==> src/rtl/nes_dbg_ctrl.sv <==
// nes_dbg_ctrl: host-debug command controller in front of the CPU block.
// Pulls command bytes from a FWFT UART RX FIFO, halts/runs the CPU, reads
// debug registers and borrows the CPU memory bus for host reads (and writes),
// and pushes reply bytes into the UART TX FIFO.
//
// Ports:
//   clk, rst            system clock, synchronous active-high reset
//   rx_data/rx_empty    RX FIFO head byte / empty flag
//   rx_rd               registered 1-cycle pop; the byte is latched that cycle
//   tx_full/tx_data     TX FIFO full flag / reply byte
//   tx_wr               push, only ever high while tx_full = 0
//   cpu_brk             debug-break pulse, forces halted
//   cpu_dbgreg_out/sel  CPU debug register readback / select
//   cpu_ready           0 stalls the CPU (halted or bus borrowed)
//   mem_en/mem_a/mem_r_nw/mem_dout/mem_din  debug side of the CPU memory bus
//
// Optional build macro: NES_DBG_MEM_WR_EN adds opcode 0x06 MEM_WR.
module nes_dbg_ctrl #(
  parameter logic [23:0] CMD_TIMEOUT = 24'hFFFFFF
) (
  input  logic        clk,
  input  logic        rst,
  input  logic [7:0]  rx_data,
  input  logic        rx_empty,
  output logic        rx_rd,
  input  logic        tx_full,
  output logic [7:0]  tx_data,
  output logic        tx_wr,
  input  logic        cpu_brk,
  input  logic [7:0]  cpu_dbgreg_out,
  output logic [3:0]  cpu_dbgreg_sel,
  output logic        cpu_ready,
  output logic        mem_en,
  output logic [15:0] mem_a,
  output logic        mem_r_nw,
  output logic [7:0]  mem_dout,
  input  logic [7:0]  mem_din
);

  localparam logic [7:0] OP_ECHO   = 8'h00;
  localparam logic [7:0] OP_HALT   = 8'h01;
  localparam logic [7:0] OP_RUN    = 8'h02;
  localparam logic [7:0] OP_QUERY  = 8'h03;
  localparam logic [7:0] OP_REG_RD = 8'h04;
  localparam logic [7:0] OP_MEM_RD = 8'h05;
`ifdef NES_DBG_MEM_WR_EN
  localparam logic [7:0] OP_MEM_WR = 8'h06;
`endif

  typedef enum logic [3:0] {
    S_IDLE, S_ARG, S_ECHO, S_REG, S_MEM_SETTLE, S_MEM_RD, S_TX, S_MEM_DONE, S_MEM_WR
  } state_t;

  state_t      state, state_nx;
  logic [7:0]  op, op_nx;
  logic [1:0]  argn, argn_nx;
  logic [8:0]  cnt, cnt_nx;
  logic        wcnt, wcnt_nx;
  logic [23:0] tmo, tmo_nx;
  logic        halted, halted_nx;
  logic        mem_req, mem_req_nx;
  logic        mem_en_nx, rx_rd_nx;
  logic [15:0] mem_a_nx;
  logic [7:0]  mem_dout_nx, tx_data_nx;
  logic [3:0]  sel_nx;
  logic        want, waiting, abort;
`ifdef NES_DBG_MEM_WR_EN
  logic        wr, wr_nx;   // write strobe cycle in progress
  assign mem_r_nw = !wr;
`else
  assign mem_r_nw = 1'b1;
`endif

  assign cpu_ready = !halted && !mem_en && !mem_req;
  assign tx_wr     = (state == S_TX) && !tx_full;

  always_ff @(posedge clk) begin
    if (rst) begin
      state          <= S_IDLE;
      op             <= 8'h00;
      argn           <= 2'd0;
      cnt            <= 9'd0;
      wcnt           <= 1'b0;
      tmo            <= 24'd0;
      halted         <= 1'b1;
      mem_req        <= 1'b0;
      mem_en         <= 1'b0;
      mem_a          <= 16'h0000;
      mem_dout       <= 8'h00;
      tx_data        <= 8'h00;
      cpu_dbgreg_sel <= 4'h0;
      rx_rd          <= 1'b0;
`ifdef NES_DBG_MEM_WR_EN
      wr             <= 1'b0;
`endif
    end else begin
      state          <= state_nx;
      op             <= op_nx;
      argn           <= argn_nx;
      cnt            <= cnt_nx;
      wcnt           <= wcnt_nx;
      tmo            <= tmo_nx;
      halted         <= halted_nx;
      mem_req        <= mem_req_nx;
      mem_en         <= mem_en_nx;
      mem_a          <= mem_a_nx;
      mem_dout       <= mem_dout_nx;
      tx_data        <= tx_data_nx;
      cpu_dbgreg_sel <= sel_nx;
      rx_rd          <= rx_rd_nx;
`ifdef NES_DBG_MEM_WR_EN
      wr             <= wr_nx;
`endif
    end
  end

  // A byte is requested one cycle ahead (rx_rd registered) and consumed in the
  // cycle rx_rd is high, so every "if (rx_rd)" below means "rx_data is ours".
  always_comb begin
    state_nx    = state;
    op_nx       = op;
    argn_nx     = argn;
    cnt_nx      = cnt;
    wcnt_nx     = wcnt;
    tmo_nx      = tmo;
    halted_nx   = halted;
    mem_req_nx  = mem_req;
    mem_en_nx   = mem_en;
    mem_a_nx    = mem_a;
    mem_dout_nx = mem_dout;
    tx_data_nx  = tx_data;
    sel_nx      = cpu_dbgreg_sel;
    want        = 1'b0;
    abort       = 1'b0;
`ifdef NES_DBG_MEM_WR_EN
    wr_nx       = wr;
`endif
    case (state)
      S_IDLE: begin
        want = 1'b1;
        if (rx_rd) begin
          op_nx   = rx_data;
          argn_nx = 2'd0;
          case (rx_data)
`ifdef NES_DBG_MEM_WR_EN
            OP_MEM_WR,
`endif
            OP_ECHO, OP_REG_RD, OP_MEM_RD: state_nx = S_ARG;
            OP_HALT:  halted_nx = 1'b1;
            OP_RUN:   halted_nx = 1'b0;
            OP_QUERY: begin
              tx_data_nx = {7'd0, halted};
              state_nx   = S_TX;
            end
            default: ;
          endcase
        end
      end
      S_ARG: begin
        want = 1'b1;
        if (rx_rd) begin
          if (op == OP_ECHO) begin
            cnt_nx   = {1'b0, rx_data};
            state_nx = (rx_data == 8'h00) ? S_IDLE : S_ECHO;
          end else if (op == OP_REG_RD) begin
            sel_nx   = rx_data[3:0];
            wcnt_nx  = 1'b0;
            state_nx = S_REG;
          end else begin
            // memory ops: al, ah, n
            case (argn)
              2'd0: begin mem_a_nx[7:0]  = rx_data; argn_nx = 2'd1; end
              2'd1: begin mem_a_nx[15:8] = rx_data; argn_nx = 2'd2; end
              default: begin
                cnt_nx     = (rx_data == 8'h00) ? 9'd256 : {1'b0, rx_data};
                mem_req_nx = 1'b1;
                wcnt_nx    = 1'b0;
                state_nx   = S_MEM_SETTLE;
              end
            endcase
          end
        end
      end
      S_ECHO: begin
        want = 1'b1;
        if (rx_rd) begin
          tx_data_nx = rx_data;
          state_nx   = S_TX;
        end
      end
      S_REG: begin
        // one cycle for the new select to reach cpu_dbgreg_out
        if (!wcnt) wcnt_nx = 1'b1;
        else begin
          tx_data_nx = cpu_dbgreg_out;
          state_nx   = S_TX;
        end
      end
      S_MEM_SETTLE: begin
        // cpu_ready already low; give the CPU's ready latch two cycles
        if (!wcnt) wcnt_nx = 1'b1;
        else begin
          mem_en_nx = 1'b1;
          wcnt_nx   = 1'b0;
`ifdef NES_DBG_MEM_WR_EN
          state_nx  = (op == OP_MEM_WR) ? S_MEM_WR : S_MEM_RD;
`else
          state_nx  = S_MEM_RD;
`endif
        end
      end
      S_MEM_RD: begin
        if (!wcnt) wcnt_nx = 1'b1;
        else begin
          tx_data_nx = mem_din;
          state_nx   = S_TX;
        end
      end
      S_TX: begin
        if (!tx_full) begin
          if (op == OP_ECHO) begin
            cnt_nx   = cnt - 9'd1;
            state_nx = (cnt == 9'd1) ? S_IDLE : S_ECHO;
          end else if (op == OP_MEM_RD) begin
            mem_a_nx = mem_a + 16'd1;
            cnt_nx   = cnt - 9'd1;
            wcnt_nx  = 1'b0;
            state_nx = (cnt == 9'd1) ? S_MEM_DONE : S_MEM_RD;
          end else begin
            state_nx = S_IDLE;
          end
        end
      end
      S_MEM_DONE: begin
        mem_en_nx  = 1'b0;
        mem_req_nx = 1'b0;
        state_nx   = S_IDLE;
      end
`ifdef NES_DBG_MEM_WR_EN
      S_MEM_WR: begin
        if (wr) begin
          // strobe cycle done: step to the next address
          wr_nx    = 1'b0;
          mem_a_nx = mem_a + 16'd1;
          cnt_nx   = cnt - 9'd1;
          if (cnt == 9'd1) state_nx = S_MEM_DONE;
        end else begin
          want = 1'b1;
          if (rx_rd) begin
            mem_dout_nx = rx_data;
            wr_nx       = 1'b1;
          end
        end
      end
`endif
      default: state_nx = S_IDLE;
    endcase

    // inter-byte timeout while a command is still arriving
    waiting = (state == S_ARG) || (state == S_ECHO) || (state == S_MEM_WR);
    if (rx_rd || !waiting) tmo_nx = 24'd0;
    else if (tmo == CMD_TIMEOUT - 24'd1) abort = 1'b1;
    else tmo_nx = tmo + 24'd1;
    if (abort) begin
      state_nx   = S_IDLE;
      mem_req_nx = 1'b0;
      mem_en_nx  = 1'b0;
      tmo_nx     = 24'd0;
`ifdef NES_DBG_MEM_WR_EN
      wr_nx      = 1'b0;
`endif
    end

    if (cpu_brk) halted_nx = 1'b1;
    // never back-to-back pops: the previous pop must land first
    rx_rd_nx = want && !rx_empty && !rx_rd && !abort;
  end

endmodule

==> config.mk <==
export PLATFORM = sky130hd
export DESIGN_NAME = nes_dbg_ctrl
export DESIGN_NICKNAME = d
export VERILOG_FILES = /design/src/rtl/nes_dbg_ctrl.sv
export SDC_FILE = /design/constraint.sdc
export NUM_CORES = 1
export LEC_CHECK = 0
export CORE_ASPECT_RATIO = 1.25
export CORE_MARGIN = 4
export CORE_UTILIZATION = 58
export CTS_CLUSTER_DIAMETER = 150
export DETAILED_ROUTE_END_ITERATION = 6
export GPL_ROUTABILITY_DRIVEN = 0
export PLACE_DENSITY = 0.85
export SLEW_MARGIN = 10
export SYNTH_ARGS = -nofsm -noshare
export SYNTH_HDL_FRONTEND = slang
export SYNTH_SLANG_ARGS = --single-unit
==> constraint.sdc <==
create_clock -name clk -period 4.77 [get_ports clk]
set_clock_uncertainty 0.2 [all_clocks]
set_input_delay 0.7155 -clock clk [delete_from_list [all_inputs] [get_ports clk]]
set_output_delay 0.7155 -clock clk [all_outputs]
set_load 0.005 [all_outputs]
==> flow_summary_export.csv, run 1 <==
group,metric,value,unit
yosys,ys.flop_type,"dfxtp_1",
timing,hold_viol,0,
clock_network,postCtsSetupBuffers,0,
yosys,ys_ff_latch,79,
place,dp_hpwl,8.37,mm
place,io_buffer_count,60,
die,start_util,60.2,%
critical_path,start_kind,"flip-flop",
route,wl,12.0,mm
finish,areaGrowthSynthToFinish,15.5,%
pwr,p_sw_share,26.5,%
yosys,yosysSeqAreaShare,35.3,%
global_routing,antenna_found_initial,0,
pwr,p_leak,1.77,nW
pwr,power_density,244,nW/um^2
route,viasPerCell,6.26,
yosys,synth_xor_area_share,4.49,%
critical_path,path_buf_inv,2,
pwr,power,0.00126,W
clock_network,cts_resized,0,
clock_network,clockRootBuffer,"clkbuf_8",
global_routing,grt_usage,26.3,%
yosys,synth_compound_area_share,21.7,%
clock_network,cts-htree-levels,3,
route,ant_nets,0,
critical_path,worst_setup_path_end_kind,"primary output",
timing,fmax,319,MHz
critical_path,cp_cell_sequence,"inv_2 > or3_1 > nor2_1 > clkdlybuf4s50_1",
outcome,status,"completed",
critical_path,crit_family,"flip-flops",
pwr,power_frac_seq,53.1,%
route,wire_per_inst,17.1,um
timing,rsz0062_at_grt,"no",
critical_path,required,3850,ps
finish,drive_above_1_share,6.55,%
clock_network,cts.clk_slew.worst_paths,80,ps
timing,period_share,65.7,%
clock_network,clockBufferDepth,2,
route,first_pass_iters,5,
finish,layout.nets,640,
global_routing,grt_pass1_vias,4218,
yosys,synthTopCellsByCount,"79 x dfxtp_1, 68 x nor2_1, 67 x nand2_1",
critical_path,worst-path-max-fanout,19,
global_routing,grt_max_degree,55,
yosys,synth_area_per_cell,7.88,um^2
worst_hold_path,whs_path_depth,1,
critical_path,worstSetupPathType,"reg -> out",
finish,diodes,0,
critical_path,worstPathArrival,2220,ps
timing,slew_headroom,23.4,%
yosys,ys_types,61,
yosys,synth_top_area_share,35.3,%
critical_path,crit_slowest_cell,"dfxtp_1",
timing,fin_crit,3140,ps
die,die_h,106,um
clock_network,cts-hold-fix-buffers,0,
timing,setup_viol,0,
yosys,synth.largest_area_cell,"dfxtp_1",
yosys,synth.most_common_cell,"dfxtp_1",
die,core,7440,um^2
global_routing,grt_pass1_wl,19.6,mm
yosys,synth_mux_area_share,1.56,%
yosys,synthSimpleGateAreaFrac,29.1,%
timing,tightest_slew,1140,ps
route,dr_total_vias,4399,
pwr,clkPwrFrac,38.3,%
clock_network,clock-sinks,79,
route,drt_iter0_markers,376,
yosys,synth_top_family_by_area,"simple AND/OR/NAND/NOR gates",
clock_network,cts_made_buffers,9,
pwr,peakVddDrop,0.000163,V
die,num_io_pins,70,
pwr,p_switching,0.000335,W
yosys,synth_area,4480,um^2
die,die-area,9210,um^2
job,cap_viol_max_count,0,
critical_path,reg2reg_depth,6,
pwr,pwr-share-comb,8.6,%
critical_path,path_depth,4,
yosys,yosys_warnings,0,
pwr,p_int,0.000930,W
yosys,synth_cells,569,
timing,tns,0,ps
yosys,ys_top_cells_by_area,"dfxtp_1 35%, nor2_1 5.7%, nand2_1 5.6%",
critical_path,slowest_delay,710,ps
route,drc,0,
clock_network,clkLatencyLatePin,360,ps
clock_network,cts_tree,"built",
worst_hold_path,hold_path.class,"reg -> reg",
global_routing,grt_overflow,0,
timing,final_max_slew_viol_count,0,
die,die_w,86.6,um
yosys,async_flop_share,0,%
yosys,synth_edf_count,0,
yosys,synthAdderAreaFrac,1.40,%
die,num_rows,35,
[cells in the final DEF (no fill, tap or decap), types with 7 or more instances in the layout]
cell type,instances
a21oi_1,43
a221oi_1,9
a22o_1,9
a31oi_1,9
and3_1,8
and4_1,8
clkbuf_8,11
clkdlybuf4s50_1,59
conb_1,9
dfxtp_1,79
mux2i_1,7
nand2_1,67
nand2b_1,16
nand3_1,18
nand4_1,9
nor2_1,68
nor2b_1,11
nor3_1,25
o21ai_0,22
xnor2_1,10
xor2_1,13
[worst paths after layout]
kind	slack [ps]	endpoint	from
max	1630	tx_wr	state[1]
min	260	tmo[0]	tmo[0]
max reg2reg	1720	mem_a[1]	state[0]
min reg2reg	260	tmo[0]	tmo[0]
[sequential cells by signal, summed over array words and instances (netlist names)]
register        cells
cnt                 9
cpu_dbgreg_sel      4
tx_data             8
wcnt                1
halted              1
rx_rd               1
op                  8
tmo                24
argn                2
state               3
mem_req             1
mem_en              1
mem_a              16
[layout make-up]
cell class,instances,area (um^2)
Multi-Input combinational cell,446,2650
Fill cell,628,2270
Sequential cell,79,1580
Timing Repair Buffer,63,618
Clock buffer,11,151
Tap cell,92,115
Clock inverter,5,40.0
Inverter,7,26.3
[worst reg2reg max path: cells and delay by family, from the launching register on]
kind            cells  cell delay, ps
simple gates        2             590
flops               1             950
compound gates      4            1220
[per-layer routing]
metal  track usage, %  vias up  part of all wire [%]
li1                 -     2097                     -
met1             32.7     2057                    40
met2             43.2      207                    49
met3             5.12       38                   6.8
met4             12.0        0                   3.5
met5                0        -                     0
[cells by family (layout without fill, tap and decap cells)]
group,Yosys count,after routing
simple gates,259,259
compound gates,143,143
flops,79,79
buf+inv,51,86
xor+xnor,23,23
mux,7,7
fa+ha+maj,5,5
other cells,2,9
[per-stage QoR]
| stage | setup slack, ps | cell area [um^2] | utilization (%) | std cells | hold WS [ps] |
|---|---|---|---|---|---|
| 2_1_floorplan | 2460 | 4510 | - | 576 | 225 |
| 3_3_place_gp | 1640 | 4990 | 67.0 | 687 | 233 |
| 3_5_place_dp | 1560 | 4990 | 67.0 | 687 | 248 |
| 4_1_cts | 1640 | 5180 | 69.5 | 703 | 268 |
| 5_1_grt | 1520 | 5180 | 69.5 | 703 | 310 |
| 6_report | 1630 | 5180 | 69.5 | 703 | 262 |
[power groups by stage]
| stage | logic [W] | clock network (W) | registers [W] |
|---|---|---|---|
| finish | 0.000109 | 0.000484 | 0.000671 |
| global route | 0.000117 | 0.000524 | 0.000672 |
| CTS | 0.000107 | 0.000488 | 0.000671 |
| detailed placement | 0.000106 | 0 | 0.000687 |
| global placement | 0.000104 | 0 | 0.000686 |
| floorplan | 0.0000658 | 0 | 0.000684 |
Power figures use the tool's default switching activity.
==> run 2: changes to the inputs <==
--- a/config.mk
+++ b/config.mk
@@ -7,11 +7,11 @@
 export LEC_CHECK = 0
 export CORE_ASPECT_RATIO = 1.25
 export CORE_MARGIN = 4
-export CORE_UTILIZATION = 58
+export CORE_UTILIZATION = 54
 export CTS_CLUSTER_DIAMETER = 150
 export DETAILED_ROUTE_END_ITERATION = 6
 export GPL_ROUTABILITY_DRIVEN = 0
-export PLACE_DENSITY = 0.85
+export PLACE_DENSITY = 0.8
 export SLEW_MARGIN = 10
 export SYNTH_ARGS = -nofsm -noshare
 export SYNTH_HDL_FRONTEND = slang
==> constraint.sdc (replaced) <==
create_clock -name clk -period 3.05 [get_ports clk]
set_clock_uncertainty 0.2 [all_clocks]
set_input_delay 0.4575 -clock clk [delete_from_list [all_inputs] [get_ports clk]]
set_output_delay 0.4575 -clock clk [all_outputs]
set_load 0.005 [all_outputs]
==> flow_summary_export.csv, run 2 (synthesis results as in run 1) <==
group,metric,value,unit
finish,mostFrequentLayoutCells,"79 x dfxtp_1, 68 x nor2_1, 67 x nand2_1, 59 x clkdlybuf4s50_1, 43 x a21oi_1",
worst_hold_path,hold_path.class,"reg -> reg",
critical_path,worstSetupPathType,"reg -> out",
critical_path,worstPathArrival,2070,ps
pwr,power,0.00203,W
clock_network,clock-sinks,79,
finish,largest_reg_flops,24,
clock_network,cts_resized,0,
die,core,7930,um^2
place,io_buffer_count,60,
finish,fillers,677,
route,dr_wl_met2,5.67,mm
finish,areaGrowthSynthToFinish,17.8,%
clock_network,clockRootBuffer,"clkbuf_8",
global_routing,grt_pass1_wl,18.8,mm
timing,setup_viol,0,
route,wl_met3,774,um
timing,fmax,366,MHz
global_routing,antenna_found_initial,0,
route,dr.max_layer_used,"met4",
finish,post-route-cell-area,5280,um^2
pwr,power_density,385,nW/um^2
die,num_io_pins,70,
die,die_w,89.5,um
clock_network,clockBufferDepth,2,
critical_path,path_buf_inv,2,
critical_path,required,2390,ps
critical_path,r2r-end,"tx_data[3]",
critical_path,crit_slowest_cell,"clkdlybuf4s50_1",
global_routing,grt_pass1_vias,3973,
critical_path,worst-path-max-fanout,7,
route,wire_per_inst,16.2,um
critical_path,rrSetupSlack,690,ps
finish,fin_util,66.6,%
critical_path,reg2reg_depth,6,
place,dp_hpwl,8.33,mm
timing,rsz0062_at_grt,"no",
timing,tns,0,ps
finish,top_regs,"tmo: 24 flops, mem_a: 16 flops, cnt: 9 flops",
place,dpl_cell_area,5080,um^2
clock_network,cts_tree,"built",
die,num_rows,36,
critical_path,cp_cell_sequence,"inv_2 > or3_1 > nor2_1 > clkdlybuf4s50_1",
finish,largest_register,"tmo",
finish,layout.nets,652,
clock_network,cts_made_buffers,9,
die,die-area,9830,um^2
finish,diodes,0,
clock_network,postCtsSetupBuffers,0,
timing,final_max_slew_viol_count,0,
pwr,p_leak,1.83,nW
finish,drive_above_1_share,8.19,%
critical_path,slowest_delay,520,ps
critical_path,r2r-start,"state[1]",
timing,hold_viol,0,
route,dr_total_vias,4422,
global_routing,grt_max_degree,54,
timing,period_share,89.6,%
outcome,status,"completed",
timing,tightest_slew,1060,ps
die,start_util,56.5,%
route,first_pass_iters,5,
critical_path,crit_family,"simple AND/OR/NAND/NOR gates",
clock_network,clkLatencyLatePin,370,ps
finish,mostFrequentLayoutCell,"dfxtp_1",
global_routing,grt_overflow,0,
clock_network,cts.clk_slew.worst_paths,80,ps
route,drt-met1-wl,4.79,mm
clock_network,cts-hold-fix-buffers,0,
timing,slew_headroom,29.1,%
clock_network,cts-htree-levels,3,
job,cap_viol_max_count,0,
critical_path,startpoint,"state[1]",
timing,fin_crit,2730,ps
critical_path,crit_end,"tx_wr",
critical_path,start_kind,"flip-flop",
route,drt_iter0_markers,285,
route,ant_nets,0,
critical_path,path_depth,4,
route,drc,0,
pwr,peakVddDrop,0.000353,V
die,die_h,110,um
route,wl,11.6,mm
route,viasPerCell,6.16,
critical_path,worst_setup_path_end_kind,"primary output",
global_routing,grt_usage,24.3,%
## run 2: changes by cell type in the layout (fill, tap and decap cells not counted), sizes merged
cell | previous run | this run
buf | 4 | 16
bufinv | 0 | 1
inv | 8 | 7
## run 2: layer usage
metal	vias up	track usage, %
met5	-	0
met4	0	11.0
met3	33	3.90
met2	192	39.1
met1	2076	31.6
li1	2121	-
## run 2: where the power goes
group / leakage [nW] / switching, W / internal, W
Sequential: 0.637 / 0.0000113 / 0.00104
Combinational: 1.10 / 0.0000992 / 0.0000778
Clock: 0.0916 / 0.000406 / 0.000399
Total: 1.83 / 0.000516 / 0.00152
## run 2: worst reg2reg max path, cell delays in order (launching register included)
cell and delay (ps):
dfxtp_1 430, buf_4 240, nand2b_1 220, nand2_1 70, a31oi_1 800, nor2b_1 240, nor3_1 60
## run 2: area by class of cell
cell class	count	area, um^2	area share, %
multi-input cells	446	2650	50.1
flip-flops and latches	79	1580	30.0
repair buffers	75	708	13.4
clock buffers	11	141	2.68
well taps	95	119	2.25
clock inverters	5	57.6	1.09
inverters	7	26.3	0.498
## run 2: through the flow
stage | worst slack, ps | hold WS (ps) | cells
global route | 175 | 306 | 718
global placement | 290 | 233 | 702
CTS | 278 | 271 | 718
finish | 318 | 265 | 718
detailed placement | 231 | 250 | 702
floorplan | 1000 | 225 | 576
## run 2: how the worst min path moves through the flow
stage          startpoint     end  depth (start not counted)
3_3_place_gp       tmo[0]  tmo[0]                          1
4_1_cts            tmo[0]  tmo[0]                          1
3_5_place_dp       tmo[0]  tmo[0]                          1
5_1_grt            tmo[0]  tmo[0]                          1
6_report           tmo[0]  tmo[0]                          1
2_1_floorplan      tmo[0]  tmo[0]                          1
